<file path="config.mk">
export PLATFORM = sky130hd
export DESIGN_NAME = gcd_arbiter
export DESIGN_NICKNAME = d
export VERILOG_FILES = /design/src/rtl/gcd_pkg.sv /design/src/rtl/gcd_rr_arb.sv /design/src/rtl/gcd_arbiter.sv
export SDC_FILE = /design/constraint.sdc
export NUM_CORES = 1
export LEC_CHECK = 0
export ABC_AREA = 1
export CAP_MARGIN = 40
export CORE_ASPECT_RATIO = 2
export CORE_UTILIZATION = 37
export DETAILED_ROUTE_END_ITERATION = 7
export PLACE_DENSITY_LB_ADDON = 0.25
export RECOVER_POWER = 100
export SYNTH_ARGS = -nofsm -noshare
export SYNTH_HDL_FRONTEND = slang
export SYNTH_SLANG_ARGS = --single-unit
export TNS_END_PERCENT = 10
</file>
<file path="constraint.sdc">
create_clock -name clk -period 2.5 [get_ports clk]
set_clock_uncertainty 0.2 [all_clocks]
set_input_delay 0.75 -clock clk [delete_from_list [all_inputs] [get_ports clk]]
set_output_delay 0.75 -clock clk [all_outputs]
set_load 0.05 [all_outputs]
</file>
<file path="src/rtl/gcd_pkg.sv">
// Shared FSM state type and parameter defaults for the GCD request arbiter.
// Optional feature macro: GCD_ARB_TIMEOUT_EN (adds the FLUSH state).
package gcd_pkg;

    localparam int GCD_NREQ_DEF        = 4;
    localparam int GCD_W_DEF           = 16;
    localparam int GCD_TIMEOUT_CYC_DEF = 1023;

    typedef enum logic [2:0] {
        S_IDLE    = 3'd0,
        S_LAUNCH  = 3'd1,
        S_WAIT    = 3'd2,
        S_DELIVER = 3'd3
`ifdef GCD_ARB_TIMEOUT_EN
        , S_FLUSH = 3'd4
`endif
    } gcd_state_e;

    // Wrap base+off into 0..n-1; both inputs are already below n.
    function automatic int rr_index(input int base, input int off, input int n);
        int sum;
        sum = base + off;
        return (sum >= n) ? sum - n : sum;
    endfunction

endpackage

</file>
<file path="src/rtl/gcd_rr_arb.sv">
// Combinational round-robin pick: first requester at or after the pointer wins.
// Optional feature macro: none (used unchanged by GCD_ARB_TIMEOUT_EN builds).
module gcd_rr_arb
    import gcd_pkg::*;
#(
    parameter int NREQ = GCD_NREQ_DEF,
    parameter int IW   = $clog2(NREQ)
) (
    input  logic [NREQ-1:0] i_req,
    input  logic [IW-1:0]   i_ptr,
    output logic [NREQ-1:0] o_grant,
    output logic [IW-1:0]   o_idx,
    output logic            o_any
);

    always_comb begin
        // NOTE: every output gets a default first so no path leaves a latch.
        o_grant = '0;
        o_idx   = '0;
        o_any   = 1'b0;
        for (int off = 0; off < NREQ; off++) begin
            if (!o_any && i_req[rr_index(int'(i_ptr), off, NREQ)]) begin
                o_any = 1'b1;
                o_grant[rr_index(int'(i_ptr), off, NREQ)] = 1'b1;
                o_idx = IW'(rr_index(int'(i_ptr), off, NREQ));
            end
        end
    end

endmodule

</file>
<file path="src/rtl/gcd_arbiter.sv">
// Shares one GCD core between NREQ clients: grant, launch, wait, deliver.
// Optional feature macro: GCD_ARB_TIMEOUT_EN (WAIT watchdog plus FLUSH state).
module gcd_arbiter
    import gcd_pkg::*;
#(
    parameter int NREQ        = GCD_NREQ_DEF,
    parameter int W           = GCD_W_DEF,
    parameter int TIMEOUT_CYC = GCD_TIMEOUT_CYC_DEF
) (
    input  logic              clk,
    input  logic              rst_n,
    input  logic [NREQ-1:0]   req,
    input  logic [NREQ*W-1:0] a_in,
    input  logic [NREQ*W-1:0] b_in,
    output logic [NREQ-1:0]   ack,
    output logic [NREQ-1:0]   res_valid,
    input  logic [NREQ-1:0]   res_ready,
    output logic [W-1:0]      res_data,
    output logic              res_err,
    output logic              core_start,
    output logic              core_res_fetch,
    output logic [W-1:0]      core_a,
    output logic [W-1:0]      core_b,
    input  logic              core_res_rdy,
    input  logic [W-1:0]      core_res
);

    localparam int IW = $clog2(NREQ);

    gcd_state_e      r_state, w_next;
    logic [IW-1:0]   r_ptr, r_owner;
    logic [W-1:0]    r_core_a, r_core_b, r_res_data;
    logic [NREQ-1:0] w_grant;
    logic [IW-1:0]   w_grant_idx;
    logic            w_grant_any;
    logic            w_capture;
    logic            w_owner_rdy;
    logic            w_err;

    gcd_rr_arb #(.NREQ(NREQ), .IW(IW)) u_rr_arb (
        .i_req   (req),
        .i_ptr   (r_ptr),
        .o_grant (w_grant),
        .o_idx   (w_grant_idx),
        .o_any   (w_grant_any)
    );

    assign w_capture   = (r_state == S_IDLE) && w_grant_any;
    assign w_owner_rdy = res_ready[r_owner];

`ifdef GCD_ARB_TIMEOUT_EN
    localparam int CW = $clog2(TIMEOUT_CYC + 1);
    logic [CW-1:0] r_wait_cnt;
    logic          r_err;
    logic          w_timeout;
    assign w_timeout = (r_wait_cnt == CW'(TIMEOUT_CYC - 1));
    assign w_err     = r_err;
`else
    assign w_err     = 1'b0;
`endif

    assign res_err  = w_err;
    assign res_data = r_res_data;
    assign core_a   = r_core_a;
    assign core_b   = r_core_b;

    always_comb begin
        w_next         = r_state;
        ack            = '0;
        res_valid      = '0;
        core_start     = 1'b0;
        core_res_fetch = 1'b0;
        case (r_state)
            S_IDLE: begin
                if (w_grant_any) begin
                    ack    = w_grant;
                    w_next = S_LAUNCH;
                end
            end
            S_LAUNCH: begin
                core_start = 1'b1;
                w_next     = S_WAIT;
            end
            S_WAIT: begin
                if (core_res_rdy)   w_next = S_DELIVER;
`ifdef GCD_ARB_TIMEOUT_EN
                else if (w_timeout) w_next = S_DELIVER;
`endif
            end
            S_DELIVER: begin
                res_valid[r_owner] = 1'b1;
                // A timed-out result has nothing in the core to fetch yet.
                core_res_fetch = w_owner_rdy && !w_err;
                if (w_owner_rdy) begin
`ifdef GCD_ARB_TIMEOUT_EN
                    w_next = r_err ? S_FLUSH : S_IDLE;
`else
                    w_next = S_IDLE;
`endif
                end
            end
`ifdef GCD_ARB_TIMEOUT_EN
            S_FLUSH: begin
                core_res_fetch = core_res_rdy;
                if (core_res_rdy) w_next = S_IDLE;
            end
`endif
            default: w_next = S_IDLE;
        endcase
    end

    // NOTE: reset is sampled on the clock edge; all state uses non-blocking updates.
    always_ff @(posedge clk) begin
        if (!rst_n) begin
            r_state    <= S_IDLE;
            r_ptr      <= '0;
            r_owner    <= '0;
            r_core_a   <= '0;
            r_core_b   <= '0;
            r_res_data <= '0;
`ifdef GCD_ARB_TIMEOUT_EN
            r_wait_cnt <= '0;
            r_err      <= 1'b0;
`endif
        end else begin
            r_state <= w_next;
            if (w_capture) begin
                r_owner  <= w_grant_idx;
                r_ptr    <= (w_grant_idx == IW'(NREQ - 1)) ? '0 : w_grant_idx + 1'b1;
                r_core_a <= a_in[w_grant_idx*W +: W];
                r_core_b <= b_in[w_grant_idx*W +: W];
            end
            if (r_state == S_WAIT && core_res_rdy) r_res_data <= core_res;
`ifdef GCD_ARB_TIMEOUT_EN
            if (r_state == S_LAUNCH)    r_wait_cnt <= '0;
            else if (r_state == S_WAIT) r_wait_cnt <= r_wait_cnt + 1'b1;
            if (r_state == S_WAIT && !core_res_rdy && w_timeout) begin
                r_err      <= 1'b1;
                r_res_data <= '0;
            end
            if (r_state == S_DELIVER && w_owner_rdy) r_err <= 1'b0;
`endif
        end
    end

endmodule
</file>
Yosys cells after proc, flatten, opt, wreduce, memory -nomap -nowiden:

Index checks and enable logic that the tools add are counted.

* logic and storage cells: 105
* output and inout port bits: 59
* register bits after elaboration: 55

* $add $sub $neg: 8
* reductions and logical operators: 15
* magnitude comparators: 14
* shift operators: 2
* eq/ne operators: 7
* multiplexer cells: 50
* bitwise logic cells: 3

Operators by type and width (number)
* 32-bit by 1-bit >= comparator with 1-bit output (second input constant): 4
* 32-bit by 4-bit < comparator with 1-bit output (second input constant): 4
* 32-bit two-way mux: 4
* 64-bit by 7-bit variable part select with 16-bit output: 2
* 32-bit by 4-bit >= comparator with 1-bit output (second input constant): 3
* 32-bit by 4-bit subtractor with 32-bit output (second input constant): 3
* 4-bit two-way mux: 7
* 1-bit two-way mux: 20
* 4-bit bitwise OR: 3
* 3-bit one-hot mux with 4 select lines: 1
* 1-bit binary-select mux with 2-bit select: 5
* 1-bit demux with 2-bit select: 5
* 1-bit logical AND: 10
* 2-bit two-way mux: 5
* 3-bit two-way mux: 3
* 2-bit by 2-bit adder with 3-bit output (second input constant): 2
* 3-bit by 2-bit equality test with 1-bit output (second input constant): 2
* 2-bit inequality test (second input constant): 3
* 2-bit by 3-bit subtractor with 4-bit output (second input constant): 1
* 2-bit by 1-bit adder with 3-bit output (second input constant): 1
* 3-bit by 1-bit equality test with 1-bit output (second input constant): 1
* 2-bit by 3-bit >= comparator with 1-bit output (second input constant): 1
* 1-bit zero test: 3
* 3-bit zero test: 1
* other kinds (5): 5

Longest topological paths before layout:

* word-level depth: 17
* depth in mapped cells: 15

Hierarchy:

From an unflattened synthesis, not the netlist that was laid out.

* cells, all modules: 574
* area total of the unflattened synthesis: 3599.7 um^2

By module, submodules not included
* gcd_arbiter: times used 1, cells an instance 497, area an instance 3121.7 um^2
* gcd_rr_arb: times used 1, cells an instance 77, area an instance 478.0 um^2

Worst setup path before layout:

No wires, ideal clock.

* path kind: register to output
* start: register r_ptr[0]
* end: output ack[0]
* data required time: 1550 ps
* path buffers: 0
* data arrival time: 1944 ps
* stages on the path, launching flop included: 10
* setup slack: -394 ps
* path through: dfxtp_1 inv_2 ha_1 inv_1 nand3_1 o21ai_2 nand3b_2 o221ai_1 nand2_1 inv_1

* cells in the longest elaborated chain, start to end: 17
* elaborated cells between the ends (all ways): 66

RTL lines
* start: declaration: RTL line gcd_arbiter.sv:31 `logic [IW-1:0] r_ptr, r_owner;`
* start signal: assignment: RTL line gcd_arbiter.sv:129 `r_ptr <= (w_grant_idx == IW'(NREQ - 1)) ? '0 : w_grant_idx + 1'b1;`
* branches (longest 15 deep; another with 32-bit by 4-bit subtractor with 32-bit output)
* 4-bit two-way mux *: RTL line gcd_arbiter.sv:75 `if (w_grant_any) begin`
* 4-bit two-way mux *: RTL line gcd_arbiter.sv:73 `case (r_state)`
* end: declaration: RTL line gcd_arbiter.sv:15 `output logic [NREQ-1:0] ack,`

Mark *: on every way between the ends. The select of a mux whose other input is x is not followed.

Worst setup path in the final report:

* start: register r_ptr[0]
* end: output ack[3]

The elaborated chain is that of the path after synthesis.

==> out/results.ini <==
[timing]
setup_violations=40
relSlewSlack_pct=53.17
rsz0062_at_grt=yes
final-max-slew-violation-count=0
worst_slack_ps=-510.6
tightest_slew_ps=705.4
totalNegativeSetupSlack_ps=-15000
fmax_mhz=332.2
period_share_pct=120.4
min_period_ps=3011
hold_viol=0

[pwr]
vdd_drop_max_v=0.0006862
finalPower_w=0.009350
p_leak_nw=3.769
power.density_nw_per_um2=1273

[setup_path]
reg2reg_slack_ps=-420
worstSetupPathType=reg2out
cp.arrival_ps=2060
rr_startpoint=r_ptr[0]
rr_endpoint=core_a[12]
worstPathCellList=inv_4 > ha_4 > clkinvlp_4 > nand3_1 > o21ai_2 > nand3b_4 > o221ai_2 > nand2_1 > clkinvlp_4 > buf_12
slowest_stage=dfxtp_2
path_max_fanout=5
end_kind=primary output
reg2regPathDepth=19
crit_required_ps=1550
cpMostUsedCell=clkinvlp_4
slowest_delay_ps=360
critPathBufInv=4
cp_top_family=simple AND/OR/NAND/NOR gates
crit_path_start_kind=flop

[clock_network]
cts_tree=yes
cts_hold_buf=0
cts-root-buf=clkbuf_16
clockBufferDepth=2
htree_num_levels=2
clkSinkCount=54
path_clk_slew_ps=80
cts_buffers=5
clock_latency_ps=290

[yosys]
syn_inst=764
synth_area_um2=4350
ys_ff_latch=54
yosysWarnings=0
yosysUniqueCellTypes=29
seq_area_frac_synth_pct=24.85
syn_nets=928
syn_area_per_cell_um2=5.694

[floorplan]
die_y_um=155.4
dieWidth_um=78.68
rows=55
start_util_pct=38.31
io_pins=214
die_area_um2=12220
core_area_um2=11350

[detailed_routing]
final_antenna_net_count=0
top_layer=met4
vias=5600
drt-initial-drc-count=202
routed_via_density=4.947
wl_met1_um=5383
dr.pass1.iters=4
met2WireLength_um=8395
route.met3.wl_um=829
drcViolationCount=0
drt-total-wl_um=15480
post_drt_wl_per_cell_um=13.67

[place]
dp_hpwl_um=11430
dp_cells=1114
dpl_cell_area_um2=7066
finalWeightedCongestion=0.9034
portBuffers=212

[worst_hold_path]
min_path_cells=2
worstHoldEndpoint=res_data[4]
hp-class=reg2reg
hold_start=res_data[4]

[final_layout]
layout.nets=1153
area_delta_synth_final_pct=68.82
layout.cells.non_filler=1132
diodes=0
final_area_um2=7345
multiInputGateArea_um2=2481
layout-drive-gt1-share_pct=13.23
regArea_um2=1084
fin_util_pct=64.68
fillerInstances=1043

[global_route]
grt-ovfl-total=0
grt_max_degree=41
grt_usage_pct=24.96
first_global_vias=5173
antenna_found_initial=0
grt_pass1_wl_um=24220

[job]
maxCapViolations=0

[run_status]
status=complete, but fails checks
violations=setup timing

## registers in the layout, indices dropped and copies added (netlist names)
| register | cells |
|---|---|
| r_owner | 2 |
| core_b | 16 |
| res_data | 16 |
| core_a | 16 |
| r_state | 2 |
| r_ptr | 2 |
## timing repair
action                                 CTS  global route
endpoints found under the hold margin    0             0
setup endpoints to repair               41            44
buffers inserted                         8             3
pin swaps                               11             9
resized for setup                       33            10
## cells in the mapped netlist
cell | n | area [um^2]
nor2_1 | 109 | 409.1
o21ai_1 | 2 | 10.01
nand3_2 | 5 | 50.05
buf_2 | 31 | 155.2
a31oi_1 | 1 | 6.260
inv_2 | 3 | 11.26
clkbuf_1 | 9 | 33.78
nand3_1 | 102 | 510.5
o21ai_0 | 18 | 90.09
buf_6 | 1 | 11.26
buf_4 | 6 | 45.04
buf_1 | 1 | 3.750
nand2_2 | 6 | 37.54
a21oi_1 | 11 | 55.05
nor2_8 | 1 | 20.02
ha_1 | 9 | 112.6
o221ai_1 | 4 | 35.03
o21ai_2 | 1 | 8.760
inv_1 | 184 | 690.7
nand4_1 | 66 | 412.9
nor3_1 | 4 | 20.02
clkinv_1 | 1 | 3.750
dfxtp_1 | 54 | 1081
nand3b_2 | 1 | 11.26
nand2_1 | 129 | 484.2
a211oi_1 | 1 | 7.510
conb_1 | 1 | 3.750
o211ai_1 | 1 | 7.510
nand2_4 | 2 | 22.52
## layout by cell type, fill, tap and decap left out, drive strengths merged, types with 20 or more instances in the layout
cell	instances
clkdlybuf4s50	182
buf	68
nand4	66
o21ai	21
inv	182
nand3	107
nor2	110
clkbuf	20
dfxtp	54
nand2	137
## where the power goes
group | total [W] | internal, W | leakage, nW | switching (W)
Combinational | 0.00729 | 0.00281 | 3.25 | 0.00447
Sequential | 0.00135 | 0.00117 | 0.447 | 0.000180
Clock | 0.000720 | 0.000378 | 0.0740 | 0.000342
Total | 0.00935 | 0.00436 | 3.77 | 0.00499
## through the flow
| stage | hold slack (ps) | setup WS (ps) |
|---|---|---|
| after floorplan | 283.3 | -202.4 |
| final | 283.7 | -510.6 |
| after detailed placement | 271.1 | -955.5 |
| after global routing | 314.5 | -612.8 |
| after CTS | 289.6 | -524.2 |
| after global placement | 262.4 | -917.9 |
## worst min-delay path: stages, from the launching register on
cell and delay [ps]:
dfxtp_1 330, nor2_1 50, nor2_1 80
## layer usage
metal | vias to the layer above | global-route usage (%)
met2 | 214 | 47.54
met5 | - | 0
li1 | 2808 | -
met1 | 2521 | 24.39
met4 | 0 | 14.99
met3 | 57 | 3.930
## area by class of cell
class,instances,share of cell area (%)
clock inverter,3,0.3578
tap,142,2.419
clock buffer,5,1.704
inverter,188,10.20
timing repair buffer,266,36.78
multi-input combinational,474,33.78
sequential,54,14.75
## cells by family after synthesis
logic type / synth area share (%)
other: 0.08620
adder cells (fa/ha/maj): 2.588
buffers and inverters: 21.94
flip-flops: 24.85
AO/OA/AOI/OAI: 5.062
AND/OR/NAND/NOR: 45.47
## how the worst max path moves through the flow
| stage | startpoint | end | slack (ps) | cells past startpoint |
|---|---|---|---|---|
| 4_1_cts | req[0] | ack[2] | -520 | 13 |
| 3_5_place_dp | req[0] | ack[3] | -960 | 14 |
| 3_3_place_gp | req[0] | ack[3] | -920 | 14 |
| 6_report | r_ptr[0] | ack[3] | -510 | 10 |
| 5_1_grt | r_ptr[0] | ack[3] | -610 | 11 |
| 2_1_floorplan | req[0] | ack[0] | -200 | 11 |
No activity file was read; power rests on OpenSTA's default activity.
